<file path="src/rtl/comparator_pool1.sv">
// comparator_pool1 -- pipelined binary16 "A < B" comparator for 2-to-1 max pooling.
//
// Operands arrive on two AXI-Stream slave channels (A and B) and are consumed
// only as a pair. The one-bit result (plus an optional unordered flag) travels
// through a LATENCY-deep register pipeline to the RESULT master channel.
//
// Handshake rule used on every channel: a beat transfers on a rising aclk edge
// where tvalid and tready are both high. A master holds tdata/tvalid stable
// until the beat transfers. Here S_AXIS_A_tready and S_AXIS_B_tready equal the
// pipeline advance signal, so a lone valid operand simply waits for its partner.
//
// Optional build macro: COMP_UNORDERED_FLAG_EN
//   defined     -> M_AXIS_RESULT_tdata[1] = 1 when either operand is NaN
//   not defined -> M_AXIS_RESULT_tdata[1] = 0
// Bit 0 (A < B) is identical in both builds.

module comparator_pool1 #(
  parameter int LATENCY = 5  // cycles from input handshake to RESULT tvalid, 1..8
) (
  input  logic        aclk,
  input  logic        aresetn,
  input  logic [15:0] S_AXIS_A_tdata,
  input  logic        S_AXIS_A_tvalid,
  output logic        S_AXIS_A_tready,
  input  logic [15:0] S_AXIS_B_tdata,
  input  logic        S_AXIS_B_tvalid,
  output logic        S_AXIS_B_tready,
  output logic [7:0]  M_AXIS_RESULT_tdata,
  output logic        M_AXIS_RESULT_tvalid,
  input  logic        M_AXIS_RESULT_tready
);

  // Per-stage payload: bit 0 = A < B, bit 1 = unordered flag.
  localparam int RW = 2;

  logic [LATENCY-1:0] stage_vld;
  logic [RW-1:0]      stage_res [LATENCY];

  logic adv;
  logic fire;

  logic a_sign, b_sign;
  logic [14:0] a_mag, b_mag;
  logic a_nan, b_nan;
  logic both_zero;
  logic cmp_lt;
  logic cmp_unord;

  // The pipeline moves whenever the output slot is empty or being drained.
  // Readiness is forced low while reset is held so nothing is taken then.
  assign adv  = ~M_AXIS_RESULT_tvalid | M_AXIS_RESULT_tready;
  assign fire = S_AXIS_A_tvalid & S_AXIS_B_tvalid & adv;

  assign S_AXIS_A_tready = adv & aresetn;
  assign S_AXIS_B_tready = adv & aresetn;

  // Field split and NaN detection for both operands.
  always_comb begin
    a_sign    = S_AXIS_A_tdata[15];
    b_sign    = S_AXIS_B_tdata[15];
    a_mag     = S_AXIS_A_tdata[14:0];
    b_mag     = S_AXIS_B_tdata[14:0];
    a_nan     = (S_AXIS_A_tdata[14:10] == 5'h1F) && (S_AXIS_A_tdata[9:0] != 10'd0);
    b_nan     = (S_AXIS_B_tdata[14:10] == 5'h1F) && (S_AXIS_B_tdata[9:0] != 10'd0);
    both_zero = (a_mag == 15'd0) && (b_mag == 15'd0);
  end

  // Sign-magnitude ordering: NaN is unordered, +0 == -0, negatives reverse
  // the magnitude order, and a sign mismatch is decided by A's sign alone.
  always_comb begin
    cmp_lt = 1'b0;
    if (a_nan || b_nan) begin
      cmp_lt = 1'b0;
    end else if (both_zero) begin
      cmp_lt = 1'b0;
    end else if (a_sign != b_sign) begin
      cmp_lt = a_sign;
    end else if (!a_sign) begin
      cmp_lt = (a_mag < b_mag);
    end else begin
      cmp_lt = (a_mag > b_mag);
    end
  end

  // Unordered flag only exists in the flagged build; otherwise tied low.
`ifdef COMP_UNORDERED_FLAG_EN
  assign cmp_unord = a_nan | b_nan;
`else
  assign cmp_unord = 1'b0;
`endif

  // Shift register pipeline: stage 0 captures the pair, later stages follow.
  // Every stage holds still when the output is stalled, so no beat is lost.
  always_ff @(posedge aclk or negedge aresetn) begin
    if (!aresetn) begin
      stage_vld <= '0;
      for (int i = 0; i < LATENCY; i++) begin
        stage_res[i] <= '0;
      end
    end else if (adv) begin
      stage_vld[0] <= fire;
      stage_res[0] <= fire ? {cmp_unord, cmp_lt} : '0;
      for (int i = 1; i < LATENCY; i++) begin
        stage_vld[i] <= stage_vld[i-1];
        stage_res[i] <= stage_res[i-1];
      end
    end
  end

  assign M_AXIS_RESULT_tvalid = stage_vld[LATENCY-1];
  assign M_AXIS_RESULT_tdata  = {6'd0, stage_res[LATENCY-1]};

endmodule

</file>
<file path="config.mk">
export PLATFORM = sky130hd
export DESIGN_NAME = comparator_pool1
export DESIGN_NICKNAME = d
export VERILOG_FILES = /design/src/rtl/comparator_pool1.sv
export SDC_FILE = /design/constraint.sdc
export NUM_CORES = 1
export LEC_CHECK = 0
export CORE_MARGIN = 10
export CORE_UTILIZATION = 25
export CTS_CLUSTER_SIZE = 28
export DETAILED_ROUTE_END_ITERATION = 10
export PLACE_DENSITY = 0.6
export SKIP_CTS_REPAIR_TIMING = 1
export SKIP_LAST_GASP = 1
export SLEW_MARGIN = 20
export SYNTH_ARGS = -nofsm -noshare
export SYNTH_HDL_FRONTEND = slang
export SYNTH_SLANG_ARGS = --single-unit
</file>
<file path="constraint.sdc">
create_clock -name aclk -period 1.6 [get_ports aclk]
set_input_delay 0.24 -clock aclk [delete_from_list [all_inputs] [get_ports aclk]]
set_output_delay 0.24 -clock aclk [all_outputs]
set_load 0.02 [all_outputs]
</file>
**Word-level counts from Yosys, hierarchy flattened**

Index checks and enable logic that the tools add are counted.

- Bits in registers: 15
- Input port bits: 37
- Logic and storage cells: 29

- Magnitude comparators: 2
- Multiplexer cells: 5
- Reductions and logical operators: 8
- Eq/ne operators: 3
- Bitwise logic cells: 5

Operator list:

| kind | count |
|---|---|
| $logic_not 15->1 | 2 |
| $reduce_bool 10->1 | 2 |
| $gt 15x15->1 | 1 |
| $lt 15x15->1 | 1 |
| $eq 5x5->1 const B | 2 |
| $mux 1 | 5 |
| $and 1x1->1 | 3 |
| $logic_and 1x1->1 | 3 |
| $logic_or 1x1->1 | 1 |
| $ne 1x1->1 | 1 |
| $not 1->1 | 1 |
| $or 1x1->1 | 1 |

**Logic depth before layout (Yosys ltp)**

Gate-level depths: netlist of the first run.

- Depth after elaboration: 6
- Gate-level depth with buffers: 7
- Gate-level depth less buffers: 7

**Worst setup path before layout of the first run**

Ideal clock, no wire load.

- Path kind: register to output
- Start point: reg stage_vld[4]
- End point: out S_AXIS_B_tready
- Cell stages (with the launch flop): 5
- Data arrival time: 1.375 ns
- Path slack: -0.015 ns
- Path buffers: 2
- Path through: dfrtp_1 > nor2b_1 > buf_2 > nor2b_1 > buf_4

- Word-level cells in the longest chain between the ends: 3

RTL lines:

| item | line | RTL |
|---|---|---|
| from (decl) | 36 | `logic [LATENCY-1:0] stage_vld;` |
| from (signal, indexed assignment) | 104 | `stage_vld[i] <= stage_vld[i-1];` |
| $not 1->1 | 51 | `assign adv = ~M_AXIS_RESULT_tvalid \| M_AXIS_RESULT_tready;` |
| $or 1x1->1 | 51 |  |
| $and 1x1->1 | - |  |
| to (decl) | 27 | `output logic S_AXIS_B_tready,` |

No other way between the ends.

**Worst setup path in the final report of the first run**

- Start point: in S_AXIS_A_tdata[10]
- End point: reg stage_res[8] in the netlist's numbering

- Word-level cells in the longest chain between the ends: 6
- Elaborated cells on any way between the ends: 12
- Those cells by class: order compare (2); eq/ne (1); mux (5); reduce/logical (4)

RTL lines:

| item | line | RTL |
|---|---|---|
| from (decl) | 22 | `input logic [15:0] S_AXIS_A_tdata,` |
| $lt 15x15->1 / $gt 15x15->1 (equally long branches) | 79, 81 |  |
| $mux 1 | 78 | `end else if (!a_sign) begin` |
| $mux 1 | 76 | `end else if (a_sign != b_sign) begin` |
| $mux 1 | 74 | `end else if (both_zero) begin` |
| $mux 1 (*) | 72 | `if (a_nan \|\| b_nan) begin` |
| $mux 1 (*) | 102 | `stage_res[0] <= fire ? {cmp_unord, cmp_lt} : '0;` |
| to (signal, indexed assignment) | 105 | `stage_res[i] <= stage_res[i-1];` |
| to (decl) | 37 | `logic [RW-1:0] stage_res [LATENCY];` |

Every way passes the cells marked *; elsewhere a longest branch is shown, timed or not.
A chain may end at the register's enable or synchronous reset.

==> results.ini, run 1 <==
[final_layout]
antenna_cells = 0
multi_input_area_um2 = 746
layout-drive-gt1-share = 0.319
areaGrowthSynthToFinish_pct = 81.7
final_util = 0.469
layoutNonFillerInstCount = 211
seq_area_um2 = 250
nFillCells = 373
nets = 216

[place]
place_inst = 205
numPortBuffers = 40
dp_hpwl_um = 2480
pre_cts_ws_ps = -549
gp_congestion = 0.781

[clock_tree]
cts_buffer_depth = 2
cts_made_buffers = 3
clk_pin_slew_ps = 50
cts_tree = yes
clockRootBuffer = clkbuf_8
clkSinkCount = 10
clkLatencyLatePin_ps = 240
htreeDepth = 1

[critical_path]
slowest_delay_ps = 460
timing.rr.start = stage_vld[4]$_DFFE_PN0N_
r2r_slack_ps = 210
r2r_cells = 6
cp-start-kind = input pin
crit_fanout = 2
required_ps = 1720
crit_path_cell_trace = clkdlybuf4s50_1 -> buf_4 -> nor4_2 -> nand4_1 -> or3_1 -> a32oi_1 -> a211oi_2
cp-end-kind = flop
timing.rr.end = stage_res[8]$_DFFE_PN0N_
slowest_stage = clkdlybuf4s50_1
worstSetupPathType = in2reg
crit_arrival_ps = 1870

[detailed_routing]
wire_per_inst_um = 14.2
drc = 0
postRouteAntennaNets = 0
drt_iter0_drc = 37
drt_first_pass_iters = 4
wirelength_um = 3000
vias = 972
viasPerCell = 4.61

[synth]
synth_edf_count = 0
ys_seq_area_frac = 0.267
synthArstFlopShare = 1.00
netlist_top_cells_area = dfrtp_1 (27%), ha_1 (20%), mux2_2 (8.4%), buf_4 (7.2%), inv_1 (6.0%)
synth_top_area_cell = dfrtp_1
ys_types = 27
ys_top_cells_by_count = ha_1 (15), inv_1 (15), dfrtp_1 (10)
synth_flop_cell = dfrtp_1
avgSynthCellArea_um2 = 8.77
ys_seq_elements = 10
synth_top_area_share = 0.267
yosysWarnings = 0
netlist_area_um2 = 938
synthCells = 107

[global_routing]
antenna_found_initial = 0
grt_max_degree = 14
grtUsageTotal = 0.0852
grt.overflow.total = 0
grt_pass1_wl_um = 4530
grt_pass1_vias = 1035

[die]
ioPinCount = 48
core_area_um2 = 3630
floorplan.initialDensity = 0.258
fp.dieH_um = 81.3
die_w_um = 81.3
num_rows = 22
die_area_um2 = 6600

[timing]
min_period_ps = 1750
final_hold_viol_count = 0
fin_setup_tns_ps = -154
setup_viol = 1
setup_ws_ps = -154
period_share = 1.10
fmax_mhz = 570
rsz0062_at_grt = true
slew_violations = 0
skew_ps = 1.50

[run_status]
outcome = finished, violations left
violations = negative setup slack

[pwr]
ir_drop_uv = 288
p_leak_nw = 0.804
powerDensity_nw_per_um2 = 724

[min_path]
hp-class = in2async

[run]
cap_viol_max_count = 0

[layout make-up]
| type | count | area share |
|---|---|---|
| Clock buffer | 4 | 0.0323 |
| Inverter | 15 | 0.0330 |
| Multi-Input combinational cell | 78 | 0.437 |
| Sequential cell | 10 | 0.147 |
| Tap cell | 48 | 0.0352 |
| Timing Repair Buffer | 56 | 0.315 |
[layer usage]
| layer | part of all wire | wire length (um) | GRT usage | vias up |
|---|---|---|---|---|
| met5 | 0 | 0 | 0 | - |
| met4 | 0.0090 | 27 | 0.0311 | 0 |
| met3 | 0.071 | 212 | 0.0254 | 3 |
| met2 | 0.50 | 1520 | 0.151 | 40 |
| met1 | 0.42 | 1250 | 0.0937 | 443 |
| li1 | - | - | - | 486 |
[sequential cells by signal (all words and copies together) (netlist names)]
register             count
M_AXIS_RESULT_tdata      1
stage_res                4
stage_vld                5
[layout by cell type (no fill, tap or decap), types with 2 or more instances in the layout]
cell,count
clkdlybuf4s50_1,33
buf_4,16
inv_1,12
dfrtp_1,10
ha_1,9
mux2_2,7
conb_1,7
dlymetal6s2s_1,7
ha_4,6
nand4_1,5
nand3_1,4
nand2_1,4
nor4_2,4
clkbuf_8,4
inv_2,3
a21oi_2,3
a21oi_1,3
nor2_1,3
a221oi_2,2
nand3b_1,2
a211oi_2,2
nor4_1,2
[worst max path at each step]
stage | start | to | slack, ps | depth (start not counted)
3_5_place_dp | S_AXIS_B_tdata[13] | stage_res[8]$_DFFE_PN0N_ | -550 | 8
2_1_floorplan | S_AXIS_B_tdata[13] | stage_res[8]$_DFFE_PN0N_ | 100 | 7
6_report | S_AXIS_A_tdata[10] | stage_res[8]$_DFFE_PN0N_ | -150 | 7
3_3_place_gp | S_AXIS_B_tdata[14] | stage_res[8]$_DFFE_PN0N_ | -490 | 8
4_1_cts | S_AXIS_B_tdata[13] | stage_res[8]$_DFFE_PN0N_ | -310 | 8
5_1_grt | S_AXIS_A_tdata[10] | stage_res[8]$_DFFE_PN0N_ | -230 | 7
[critical path: cells and delay by family]
family | cells | cell delay [ps]
compound gates | 2 | 290
simple gates | 3 | 720
buf+inv | 2 | 620
[cells by family (layout without fill, tap and decap cells)]
logic type,after synthesis,after routing,synth area share
buffers and inverters,25,75,0.137
AOI/OAI and AO/OA,16,16,0.112
muxes,7,7,0.0840
and+or+nand+nor,33,33,0.196
DFF,10,10,0.267
adders and majority gates,15,15,0.200
other,1,7,0.00400
[where the power goes]
part           switching [mW]  internal, mW  total [mW]
clock network           0.104         0.217       0.321
logic                   0.242         0.301       0.543
registers              0.0368         0.333       0.370
[stage by stage]
stage / hold slack (ps) / power [mW] / cell area [um2]
2_1_floorplan: -55.6 / 0.652 / 963
3_3_place_gp: 441 / 0.843 / 1460
3_5_place_dp: 454 / 0.864 / 1460
4_1_cts: 330 / 1.19 / 1510
5_1_grt: 343 / 1.31 / 1710
6_report: 325 / 1.23 / 1710
No activity file was read; power rests on OpenSTA's default activity.
==> run 2, diff against run 1 <==
--- a/config.mk
+++ b/config.mk
@@ -6,10 +6,10 @@
 export NUM_CORES = 1
 export LEC_CHECK = 0
 export CORE_MARGIN = 10
-export CORE_UTILIZATION = 25
+export CORE_UTILIZATION = 39
 export CTS_CLUSTER_SIZE = 28
 export DETAILED_ROUTE_END_ITERATION = 10
-export PLACE_DENSITY = 0.6
+export PLACE_DENSITY = 0.84
 export SKIP_CTS_REPAIR_TIMING = 1
 export SKIP_LAST_GASP = 1
 export SLEW_MARGIN = 20
==> constraint.sdc (replaced) <==
create_clock -name aclk -period 1.6 [get_ports aclk]
set_input_delay 0.24 -clock aclk [delete_from_list [all_inputs] [get_ports aclk]]
set_output_delay 0.24 -clock aclk [all_outputs]
set_load 0.05 [all_outputs]
==> results.ini, run 2 (synthesized netlist as in run 1, its figures left out) <==
[global_routing]
antenna_found_initial = 0  ; unchanged
grtUsageTotal = 0.110  ; +0.0246
grt_pass1_vias = 1037  ; +0.19%
grt_max_degree = 11  ; -3
grt_pass1_wl_um = 4650  ; +2.6%
grt.overflow.total = 0  ; unchanged

[place]
numPortBuffers = 40  ; unchanged
gp_congestion = 0.818  ; +4.7%
place_inst = 184  ; -10%
dp_hpwl_um = 2420  ; -2.5%
pre_cts_ws_ps = -554  ; -5.26 ps

[die]
core_area_um2 = 2250  ; -38%
fp.dieH_um = 69.1  ; -15%
die_w_um = 69.1  ; -15%
die_area_um2 = 4770  ; -28%
floorplan.initialDensity = 0.416  ; +0.158
ioPinCount = 48  ; unchanged
num_rows = 17  ; -23%

[critical_path]
r2r_cells = 5  ; -1
crit_path_cell_trace = dlymetal6s2s_1 -> buf_4 -> nor4_2 -> nand4_1 -> or3_1 -> a32oi_2 -> a211oi_2
r2r_slack_ps = 170  ; -40 ps
timing.rr.start = stage_vld[4]$_DFFE_PN0N_
slowest_delay_ps = 410  ; -50 ps
worst-path-buf-inv = 2  ; unchanged
cp-start-kind = input pin
slowest_stage = or3_1
critPathTopFamily = simple AND/OR/NAND/NOR gates
required_ps = 1740  ; +20 ps
timing.rr.end = stage_res[8]$_DFFE_PN0N_
crit_arrival_ps = 1710  ; -160 ps
crit_fanout = 2  ; unchanged
worstSetupPathType = in2reg
cp-end-kind = flop

[clock_tree]
cts_tree = yes
clkSinkCount = 10  ; unchanged
cts_made_buffers = 3  ; unchanged
clk_pin_slew_ps = 70  ; +20 ps
htreeDepth = 1  ; unchanged
clockRootBuffer = clkbuf_4
clkLatencyLatePin_ps = 260  ; +20 ps
cts_buffer_depth = 2  ; unchanged

[timing]
min_period_ps = 1570  ; -185 ps
period_share = 0.980  ; -0.116
setup_ws_ps = 31.4  ; +185 ps
fin_setup_tns_ps = 0  ; +154 ps
fmax_mhz = 637  ; +12%
rsz0062_at_grt = false
final_hold_viol_count = 0  ; unchanged
skew_ps = 13.4  ; +11.9 ps
setup_viol = 0  ; -1
slew_violations = 0  ; unchanged

[detailed_routing]
wirelength_um = 3430  ; +14%
drt_first_pass_iters = 4  ; unchanged
drt_iter0_drc = 33  ; -11%
viasPerCell = 5.36  ; +16%
drc = 0  ; unchanged
postRouteAntennaNets = 0  ; unchanged
vias = 1008  ; +3.7%
wire_per_inst_um = 18.3  ; +28%

[min_path]
hp-class = in2async

[final_layout]
largest_reg_flops = 5  ; unchanged
layoutNonFillerInstCount = 188  ; -11%
regMostFlops = stage_vld
layout_commonest_cell = dlymetal6s2s_1
antenna_cells = 0  ; unchanged
nets = 213  ; -1.4%
mostFrequentLayoutCells = dlymetal6s2s_1 (30), buf_4 (15), dfrtp_1 (9), inv_2 (9), ha_4 (9)
layout-drive-gt1-share = 0.400  ; +0.0810
areaGrowthSynthToFinish_pct = 86.4

[pwr]
powerDensity_nw_per_um2 = 708  ; -2.2%
p_leak_nw = 0.988  ; +23%
ir_drop_uv = 685  ; +140%
power.total_mw = 1.24  ; +0.30%

[run]
cap_viol_max_count = 0  ; unchanged

[run_status]
outcome = completed

[run 2: worst max path at each step]
stage / endpoint / depth (start not counted) / slack, ps / from
finish: stage_res[8]$_DFFE_PN0N_ / 7 / 30 / S_AXIS_A_tdata[10]
global route: stage_res[8]$_DFFE_PN0N_ / 7 / 20 / S_AXIS_A_tdata[10]
CTS: stage_res[8]$_DFFE_PN0N_ / 8 / -380 / S_AXIS_B_tdata[13]
detailed placement: stage_res[8]$_DFFE_PN0N_ / 8 / -550 / S_AXIS_B_tdata[14]
global placement: stage_res[8]$_DFFE_PN0N_ / 8 / -470 / S_AXIS_B_tdata[13]
floorplan: S_AXIS_B_tready / 4 / 3 / stage_vld[4]$_DFFE_PN0N_
[run 2: final cells by class]
| type | count | area, um2 |
|---|---|---|
| multi-input combinational | 78 | 792 |
| timing repair buffer | 53 | 588 |
| fill | 157 | 505 |
| sequential | 10 | 251 |
| inverter | 15 | 56.3 |
| tap | 28 | 35.0 |
| clock buffer | 4 | 26.3 |
[run 2: where the power goes]
group	total (mW)	internal, mW	switching (mW)
sequential	0.378	0.334	0.0438
combinational	0.682	0.322	0.360
clock	0.177	0.0958	0.0817
total	1.24	0.752	0.486
[run 2: layer usage]
| layer | track usage | wire length, um | vias to the layer above |
|---|---|---|---|
| li1 | - | - | 479 |
| met1 | 0.114 | 1310 | 479 |
| met2 | 0.191 | 1810 | 46 |
| met3 | 0.0499 | 281 | 4 |
| met4 | 0.0355 | 30 | 0 |
| met5 | 0 | 0 | - |
[run 2: stage by stage]
step | area [um2] | hold slack, ps | utilization
finish | 1750 | 308 | 0.776
global route | 1750 | 315 | 0.776
CTS | 1480 | 314 | 0.656
detailed placement | 1450 | 452 | 0.644
global placement | 1450 | 447 | 0.644
floorplan | 983 | -55.6 | -
